<file path="config.mk">
export PLATFORM = sky130hd
export DESIGN_NAME = seg_scan_ctrl
export DESIGN_NICKNAME = d
export VERILOG_FILES = /design/src/rtl/seg_pkg.sv /design/src/rtl/hex7_decode.sv /design/src/rtl/seg_scan_ctrl.sv
export SDC_FILE = /design/constraint.sdc
export NUM_CORES = 1
export LEC_CHECK = 0
export BUFFER_PORTS_ARGS = -buffer_cell sky130_fd_sc_hd__buf_2
export CORE_UTILIZATION = 52
export DETAILED_ROUTE_END_ITERATION = 12
export GPL_ROUTABILITY_DRIVEN = 0
export GPL_TIMING_DRIVEN = 0
export PLACE_DENSITY = 0.78
export SLEW_MARGIN = 20
export SYNTH_ARGS = -nofsm -noshare
export SYNTH_HDL_FRONTEND = slang
export SYNTH_SLANG_ARGS = --single-unit
</file>
<file path="constraint.sdc">
create_clock -name clk -period 2.1 [get_ports clk]
set_input_delay 0.21 -clock clk [delete_from_list [all_inputs] [get_ports clk]]
set_output_delay 0.21 -clock clk [all_outputs]
set_load 0.02 [all_outputs]
</file>
<file path="src/rtl/seg_pkg.sv">
// seg_pkg: shared constants for seg_scan_ctrl -- active-low hex segment codes (bit 0 = a .. bit 6 = g), SEG_OFF, ANO_OFF, DIGITS
package seg_pkg;
  localparam int DIGITS = 4;
  localparam logic [6:0] SEG_OFF = 7'b1111111;
  localparam logic [3:0] ANO_OFF = 4'b1111;
  localparam logic [6:0] SEG_0 = 7'h40;
  localparam logic [6:0] SEG_1 = 7'h79;
  localparam logic [6:0] SEG_2 = 7'h24;
  localparam logic [6:0] SEG_3 = 7'h30;
  localparam logic [6:0] SEG_4 = 7'h19;
  localparam logic [6:0] SEG_5 = 7'h12;
  localparam logic [6:0] SEG_6 = 7'h02;
  localparam logic [6:0] SEG_7 = 7'h78;
  localparam logic [6:0] SEG_8 = 7'h00;
  localparam logic [6:0] SEG_9 = 7'h10;
  localparam logic [6:0] SEG_A = 7'h08;
  localparam logic [6:0] SEG_B = 7'h03;
  localparam logic [6:0] SEG_C = 7'h46;
  localparam logic [6:0] SEG_D = 7'h21;
  localparam logic [6:0] SEG_E = 7'h06;
  localparam logic [6:0] SEG_F = 7'h0E;
  localparam logic [15:0][6:0] SEG_HEX = {SEG_F, SEG_E, SEG_D, SEG_C, SEG_B, SEG_A, SEG_9, SEG_8,
                                          SEG_7, SEG_6, SEG_5, SEG_4, SEG_3, SEG_2, SEG_1, SEG_0};
endpackage

</file>
<file path="src/rtl/hex7_decode.sv">
// hex7_decode: combinational hex nibble to active-low 7-segment code; ports hex[3:0] in, seg[6:0] out (bit 0 = a)
module hex7_decode
  import seg_pkg::*;
(
  input  logic [3:0] hex,
  output logic [6:0] seg
);
  assign seg = SEG_HEX[hex];
endmodule

</file>
<file path="src/rtl/seg_scan_ctrl.sv">
// seg_scan_ctrl: 4-digit multiplexed 7-seg scanner; ports clk, reset, en, ld, value[15:0] in; leds[6:0], ano[3:0], frame_done out; LEADING_ZERO_BLANK_EN darkens leading zero digits
module seg_scan_ctrl
  import seg_pkg::*;
#(
  parameter int SCAN_DIV  = 50000,
  parameter int BLANK_CYC = 1000
) (
  input  logic        clk,
  input  logic        reset,
  input  logic        en,
  input  logic        ld,
  input  logic [15:0] value,
  output logic [6:0]  leds,
  output logic [3:0]  ano,
  output logic        frame_done
);
  localparam int CW = $clog2(SCAN_DIV);
  localparam logic [CW-1:0] LAST = CW'(SCAN_DIV - 1);
  localparam logic [CW-1:0] BLANK = CW'(BLANK_CYC);
  logic [CW-1:0] cnt;
  logic [1:0] idx;
  logic [15:0] shadow, display, next_disp;
  logic [6:0] seg;
  logic blank, wrap, dark, last_slot;
  hex7_decode u_dec (.hex(display[{idx, 2'b00} +: 4]), .seg(seg));
  assign blank = cnt < BLANK;
  assign wrap = cnt == LAST;
  assign last_slot = idx == 2'(DIGITS - 1);
  assign next_disp = ld ? value : shadow;
`ifdef LEADING_ZERO_BLANK_EN
  assign dark = (idx != 2'd0) && ((display >> {idx, 2'b00}) == 16'd0);
`else
  assign dark = 1'b0;
`endif
  always_ff @(posedge clk) begin
    if (reset) begin
      cnt <= '0;
      idx <= '0;
      shadow <= '0;
      display <= '0;
      ano <= ANO_OFF;
      leds <= SEG_OFF;
      frame_done <= 1'b0;
    end else begin
      shadow <= next_disp;
      if (!en) begin
        cnt <= '0;
        idx <= '0;
        display <= next_disp;
        ano <= ANO_OFF;
        leds <= SEG_OFF;
        frame_done <= 1'b0;
      end else begin
        cnt <= wrap ? '0 : cnt + 1'b1;
        idx <= idx + {1'b0, wrap};
        if (wrap && last_slot) display <= next_disp;
        ano <= (blank || dark) ? ANO_OFF : ~(4'b0001 << idx);
        leds <= blank ? SEG_OFF : seg;
        frame_done <= wrap && last_slot;
      end
    end
  end
endmodule
</file>
# Word-level counts from Yosys, hierarchy flattened
# Memory sizes are Yosys's and may differ from the RTL's. A register that Yosys moved wholly into a read port is not among the register bits.
# Index checks and enable logic that the tools add are counted.
[classes] add_sub_neg=2 mul=0 div_mod_pow=0 magnitude_cmp=1 n_eq_ne=3 shift=2 n_mux=3 bitwise_logic=2 n_reduce_logical=4
[ops] op="$mux W16" n=3
[ops] op="$add A16 B1 Y16 const B" n=1
[ops] op="$eq A16 B16 Y1 const B" n=1
[ops] op="$lt A16 B10 Y1 const B" n=1
[ops] op="$shiftx A16 B5 Y4" n=1
[ops] op="$reduce_or A3 Y1" n=2
[ops] op="$not A4 Y4" n=1
[ops] op="$shl A1 B2 Y4 const A" n=1
[ops] op="$add A2 B1 Y2" n=1
[ops] op="$eq A2 B2 Y1 const B" n=1
[ops] op="$ne A2 B1 Y1 const B" n=1
[ops] op="$reduce_or A2 Y1" n=1
[ops] op="$logic_and A1 B1 Y1" n=1
[ops] op="$not A1 Y1" n=1
[word_totals] ff_bits=55 latchBits=0 ram_bits=0 rom_bits=112 input_bits=20 out_inout_bits=12 word_cells=24 memories=1
[mem_list] name="(name not given)" words=16 width=7 rd=1 rd_clocked_by_memory_dff=1 wr=0 line_no="hex7_decode.sv:8" rtl="assign seg = SEG_HEX[hex];"

# Longest topological paths before layout
# Gate-level depths: netlist of the first run.
[depth] depth_word=4 mapped_depth=7

# Modules after synthesis
# A second synthesis of the first run with hierarchy kept.
[unflattened] cells_unflattened=269 area_unflattened_um2=2752.6
[modules_own_cells] module="seg_scan_ctrl" n_inst=1 cells_each=234 area_each_um2=2504.9 seq_area_each_um2=1241.2
[modules_own_cells] module="hex7_decode" n_inst=1 cells_each=35 area_each_um2=247.7 seq_area_each_um2=0.0

# Worst setup path before layout of the first run
# OpenSTA, ideal clock, no wires.
[synth_path] path_kind="register to register" start="register cnt[10]" end="register display[0]" setup_time_ns=0.121 t_arrival_ns=2.132 path_slack_ns=-0.153 path_stages_with_launch=7 n_path_buf=2 synth_period_minus_slack_ns=2.253 cell_sequence="dfxtp_1 -> or4_1 -> or4_4 -> o21a_1 -> buf_6 -> buf_12 -> mux2_4"
[synth_between] elab_chain_len=3
[synth_lines] item="start, declared" line_no="seg_scan_ctrl.sv:20" rtl="logic [CW-1:0] cnt;"
[synth_lines] item="start signal, assigned" line_no="seg_scan_ctrl.sv:54" rtl="cnt <= wrap ? '0 : cnt + 1'b1;"
[synth_lines] item="$eq A16 B16 Y1" line_no="seg_scan_ctrl.sv:27" rtl="assign wrap = cnt == LAST;"
[synth_lines] item="$logic_and A1 B1 Y1" line_no="seg_scan_ctrl.sv:56" rtl="if (wrap && last_slot) display <= next_disp;"
[synth_lines] item="$ne A2 B1 Y1 (no source line)"
[synth_lines] item="end signal, assigned" line_no="seg_scan_ctrl.sv:49" rtl="display <= next_disp;"
[synth_lines] item="end signal, assigned" line_no="seg_scan_ctrl.sv:56"
[synth_lines] item="end, declared" line_no="seg_scan_ctrl.sv:22" rtl="logic [15:0] shadow, display, next_disp;"
# Every way passes these cells.
# A chain may end at the register's enable or synchronous reset.

# Worst setup path after layout of the first run
[layout_path] start="register cnt[5]" end="register display[9]"
# Same word-level chain as after synthesis.

==> run metrics, run 1 <==
Mapped Cells roughly 260; Antenna Nets Post-Route 0; fmax 442.7 MHz; design area 0.003327 mm2; fill count 440; ys async rst share 0%; Crit Path Class reg2reg; Setup WS post-layout -0.1586 ns; Reg clk slew, reported paths 0.06 ns; WL per Instance roughly 13 um; sequential share of the synthesized area 44.27%; CTS max path bufs 2; Max H-tree Level 3; remaining global-route overflow 0; sequential share of power 52.6%; Clock Latency Late Sink 0.34 ns; Net Sw Frac between 20% and 30%; die width around 75 um; Clock Skew 0.004160 ns; status finished with violations; IR drop worst, VDD 463.2 uV; number of diodes 0; Synth top area share 44.27%; via count 1,989; Post-Syn Nets 290; Worst path slowest cell or4_4; pwr/cell area 701.8 mW/mm2; Finish-stage setup viols 18; Pre-antenna DRT Iters 4; Mapped Area 0.002804 mm2; RSZ-0062 raised after global routing yes; top cell type by total area after synthesis dfxtp_1; most common cell in the netlist dfxtp_1; Commonest cells post-synth dfxtp_1, nor2_1, mux2i_1; CTS Buf Count 9; P_leak ~1.4 nW; TritonCTS clock tree built; Core Region 0.005140 mm2; violated checks setup timing; largest net degree at the start of global routing 11; worst-margin pin slew 0.6964 ns; ys flop type dfxtp_1; Mean Syn Cell Area between 10 and 15 um2; Hold Vio Cnt, Final 0; switching power around 530 uW; DP HPWL between 3 and 4 mm; clock share of power roughly 39%; initial antenna violation count 0; crit path time final 2.259 ns; starting density of the core a little over half; vias in the first global route 1,973; Hold WC Path Type in2reg; Req. time, crit path roughly 2.3 ns; combinational power share 8.6%; synthesis-stage register bit count 62; placed cell area 0.003043 mm2; Residual DRC 0; EDFF count, synth 0; routed wire length 5.155 mm; CP arrival 2.48 ns; clk sinks 62; crit-path max cell delay about 0.53 ns; die height approximately 75 um; Die ar. 0.005690 mm2; Area Growth Syn to Fin 18.65%; root buffer cell clkbuf_8; vias per cell 5.180; Worst Hold Slack ~0.16 ns; GRT Resource Usage Total 21.02%; internal power 1.803 mW; CP Launch Type flip-flop; PortBufs 30; crit path capture type flip-flop; count of cell types in the netlist 45; Rel. slew slack 53.57%; Synthesis Warnings 0; Iter 0 DRT Violations a little under 60; first-pass GRT wire length 8.763 mm; I/O pin cnt 32; Final Max Slew Viols 0; crit path cell chain or4b_1, or4_4, o21a_1, buf_6, buf_16, mux2_4; share of layout cells above drive strength 1 between 20% and 30%; top cells by area, synth dfxtp_1, mux2i_1, mux2_4; Final period util 107.6%; CP max FO 5; max cap viols 0; final net count 338; Hold Buf Count CTS 0; Rows 26
-- final timing paths --
kind,startpoint,to,slack (ns),cells after the start
max,cnt[5]$_SDFF_PP0_,display[9]$_SDFFE_PP0P_,-0.16,6
min,value[13],shadow[13]$_SDFF_PP0_,0.16,3
max reg2reg,cnt[5]$_SDFF_PP0_,display[9]$_SDFFE_PP0P_,-0.16,6
min reg2reg,cnt[0]$_SDFF_PP0_,cnt[0]$_SDFF_PP0_,0.45,1
-- registers in the layout (all words and copies together) (netlist names) --
name,cells
ano,4
display,16
shadow,16
cnt,16
idx,2
leds,7
frame_done,1
-- cell usage in the layout, fill, tap and decap left out, types with 3 or more instances in the layout --
cell and instances:
a21oi_1 6, nand2_1 9, clkbuf_1 8, clkbuf_8 14, xor2_1 4, nor2_1 28, mux2_4 10, nand4_1 4
mux2i_1 23, o31ai_1 3, or3_1 4, and2b_1 10, dfxtp_1 58, ha_1 7, nor3_1 5, inv_1 3
mux4_2 3, mux2_2 10, nor2b_1 7, buf_2 30, o21ai_0 3, buf_4 7, xnor2_1 7, nand3_1 8
o211ai_1 5
-- stage by stage --
stage / power (mW) / std cells / utilization (%) / setup slack (ns) / setup TNS (ns)
CTS: 2.362 / 384 / 64.31 / -0.1418 / -2.196
finish: 2.335 / 384 / 64.73 / -0.1586 / -2.543
detailed placement: 1.443 / 362 / 59.20 / -0.2446 / -4.390
global placement: 1.435 / 362 / 59.20 / -0.2397 / -4.235
global route: 2.439 / 384 / 64.73 / -0.1897 / -3.176
floorplan: 1.390 / 262 / - / -0.1426 / -1.426
-- repair_timing --
item                                    4_1_cts  5_1_grt
endpoints found under the setup margin       26       31
setup buffers                                 6        0
cloned                                        1        0
pin swaps                                     3        1
gates resized for setup                      10        5
-- final cells by class --
type / count / area (um2) / area share [%]
Clock inverter: 1 / 5.005 / 0.1504
Sequential cell: 62 / 1251 / 37.61
Clock buffer: 14 / 162.7 / 4.889
Timing Repair Buffer: 37 / 222.7 / 6.694
Multi-Input combinational cell: 184 / 1468 / 44.11
Tap cell: 70 / 87.58 / 2.633
Inverter: 3 / 11.26 / 0.3385
Buffer: 13 / 118.9 / 3.573
-- worst max-delay path: cells and delay by family, from the launching register on --
family / cells / cell delay (ns)
compound gates: 1 / 0.19
flops: 1 / 0.34
simple gates: 2 / 1.05
buf+inv: 2 / 0.27
mux: 1 / 0.28
-- power groups by stage --
stage	registers (mW)	clock network [mW]	logic, mW
finish	1.23	0.906	0.201
floorplan	1.25	0	0.141
global route	1.23	0.985	0.222
CTS	1.23	0.935	0.201
global placement	1.25	0	0.181
detailed placement	1.26	0	0.188
-- layer usage --
| metal | GRT usage, % | wire (um) | part of all wire (%) | vias to the layer above |
|---|---|---|---|---|
| met4 | 7.407 | 62 | 1.2 | 0 |
| met5 | 0 | 0 | 0 | - |
| met1 | 26.42 | 2514 | 49 | 914 |
| met2 | 32.84 | 2354 | 46 | 43 |
| met3 | 8.333 | 223 | 4.3 | 8 |
| li1 | - | - | - | 1024 |
-- cells by family (layout without fill, tap and decap cells) --
group,count (synthesis),count (layout),synth area share [%]
and+or+nand+nor,95,95,18.52
DFF,62,62,44.27
muxes,47,47,20.35
buffers and inverters,16,68,4.284
xor gates and xnor gates,12,12,3.748
adders and majority gates,8,8,3.570
AOI/OAI and AO/OA,22,22,5.266
No activity file was read; power rests on OpenSTA's default activity.
==> inputs of run 2 (changes only) <==
CORE_MARGIN = 1.5   (was not set)
==> run 2 against run 1 <==
The run still ends with setup timing left. Sequential share of layout area shrank 0.47 points. Sequential power about the same. Cell area rose by 1.6%. Clock-buffer cell count decreased by 2. Critical endpoint is now display[7]$_SDFFE_PP0P_. Worst setup slack better by 0.0022 ns. Core utilization increased by 1.0 points. Maximum frequency is essentially flat. Global-route usage fell by 1.2 points. Power rose by 9.7%. Clock skew increased by 0.0019 ns. Cell count is 0.78% higher.
==> run metrics, run 2 (same netlist as run 1, synthesis figures left out) <==
Rel. slew slack 53.20% (-0.38 points); crit path cell chain or4_4, or4_4, o21a_1, buf_6, buf_12, mux2_4; clk sinks 62 (unchanged); Core Region 0.005140 mm2 (unchanged); family with the most delay on the worst path simple AND/OR/NAND/NOR gates; setup slack, reg-to-reg -0.16 ns (about the same); Iter 0 DRT Violations 72 (+22%); Antenna Nets Post-Route 0 (unchanged); Area Growth Syn to Fin 20.53%; Setup TNS Final -2.382 ns (+0.1609 ns); PortBufs 30 (unchanged); worst-margin pin slew 0.7021 ns (+0.005626 ns); max cap viols 0 (unchanged); GRT Resource Usage Total 19.79% (-1.2 points); WHS Path Cells 3 (unchanged); RSZ-0062 raised after global routing yes; initial antenna violation count 0 (unchanged); Residual DRC 0 (unchanged); Setup WS post-layout -0.1564 ns (+0.002249 ns); largest net degree at the start of global routing 11 (unchanged); Worst Reg-to-Reg Cells 6 (unchanged); Die ar. 0.005842 mm2 (+2.7%); crit-path max cell delay 0.53 ns (about the same); Hold WC Path Type in2reg; CP arrival 2.49 ns (about the same); vias in the first global route 1,985 (+0.61%); routed wire length 5.271 mm (+2.3%); violated checks setup timing; share of layout cells above drive strength 1 29.97% (+0.35 points); Max H-tree Level 3 (unchanged); P_leak 1.391 nW (+2.8%); status finished with violations; Buf+Inv Stages, Crit Path 2 (unchanged); Clock Latency Late Sink 0.34 ns (about the same); root buffer cell clkbuf_8; number of diodes 0 (unchanged); remaining global-route overflow 0 (unchanged); pwr/cell area 757.7 mW/mm2 (+8.0%); commonest non-fill, non-tap cells in the layout dfxtp_1, buf_2, nor2_1, mux2i_1, clkbuf_8; Clock Skew 0.006084 ns (+0.001923 ns); I/O pin cnt 32 (unchanged); TritonCTS clock tree built; CP Launch Type flip-flop; Req. time, crit path 2.34 ns (+0.02 ns); IR drop worst, VDD 452.4 uV (-2.3%); WL per Instance 13.62 um (+1.5%); CP max FO 5 (unchanged); via count 2,050 (+3.1%); CP dominant cell by count or4_4; Crit Path Class reg2reg; crit path time final 2.256 ns (-0.002249 ns); fill count 418 (-5.0%); Finish-stage setup viols 17 (-1); vias per cell 5.297 (+2.3%); final net count 340 (+0.59%); Pre-antenna DRT Iters 4 (unchanged); die height 76.43 um (+1.3%); WP depth 6 (unchanged); commonest non-fill, non-tap cell in the layout dfxtp_1; Rows 26 (unchanged); largest registers cnt: 16 flops, display: 16 flops, shadow: 16 flops; Reg clk slew, reported paths 0.07 ns (about the same); Worst path slowest cell or4_4; Layout Utilization 65.75% (+1.0 points); DP HPWL 3.617 mm (+1.4%); die width 76.43 um (+1.3%); Non-Filler Instances 387 (+0.78%); placed insts 362 (unchanged); crit path capture type flip-flop; Final period util 107.4% (about the same); fmax 443.2 MHz (about the same); Hold Vio Cnt, Final 0 (unchanged); Final Max Slew Viols 0 (unchanged); CTS max path bufs 2 (unchanged); first-pass GRT wire length 9.045 mm (+3.2%); CTS Buf Count 9 (unchanged); starting density of the core 54.55% (unchanged)
## run 2: path summary, 6_finish.rpt
path,end,start
max,display[7]$_SDFFE_PP0P_,cnt[11]$_SDFF_PP0_
min,shadow[12]$_SDFF_PP0_,value[12]
max reg2reg,display[7]$_SDFFE_PP0P_,cnt[11]$_SDFF_PP0_
min reg2reg,cnt[0]$_SDFF_PP0_,cnt[0]$_SDFF_PP0_
## run 2: stage by stage
stage / hold WS, ns / cell area (um2) / power (mW) / setup slack, ns
global route: 0.1656 / 3379 / 2.667 / -0.1870
detailed placement: 0.4373 / 3043 / 1.441 / -0.2530
global placement: 0.4259 / 3043 / 1.435 / -0.2383
finish: 0.1488 / 3379 / 2.561 / -0.1564
CTS: 0.1413 / 3344 / 2.579 / -0.1536
floorplan: 0.3880 / 2805 / 1.390 / -0.1426
## run 2: layout make-up
type                            instances  area, um2  area share (%)
Buffer                                 13      118.9           3.517
Clock buffer                           12      145.1           4.295
Clock inverter                          4      70.07           2.073
Inverter                                3      11.26          0.3332
Multi-Input combinational cell        184       1454           43.02
Sequential cell                        62       1255           37.13
Tap cell                               70      87.58           2.592
Timing Repair Buffer                   39      237.7           7.034
## run 2: what timing repair did
| item | in CTS | in global routing |
|---|---|---|
| cloned | 1 | 0 |
| buffers inserted | 5 | 3 |
| hold buffers | 0 | 0 |
| resized for setup | 9 | 5 |
| pin swaps | 3 | 3 |
| endpoints found under the setup margin | 26 | 28 |
| endpoints found under the hold margin | 0 | 0 |
## run 2: worst min-delay path: stages
cell	delay, ns
buf_2	0.08
mux2i_1	0.06
nor2_1	0.10
## run 2: metal layers
layer | GRT usage, % | wire length (um)
met1 | 24.34 | 2440
met2 | 31.34 | 2513
met3 | 5.749 | 208
met4 | 10.37 | 108
met5 | 0 | 0
## run 2: power by group
| part | internal [mW] | total, mW | switching (mW) | leakage (nW) |
|---|---|---|---|---|
| clock network | 0.697 | 1.14 | 0.442 | 0.110 |
| registers | 1.21 | 1.23 | 0.0154 | 0.509 |
| logic | 0.104 | 0.197 | 0.0923 | 0.771 |
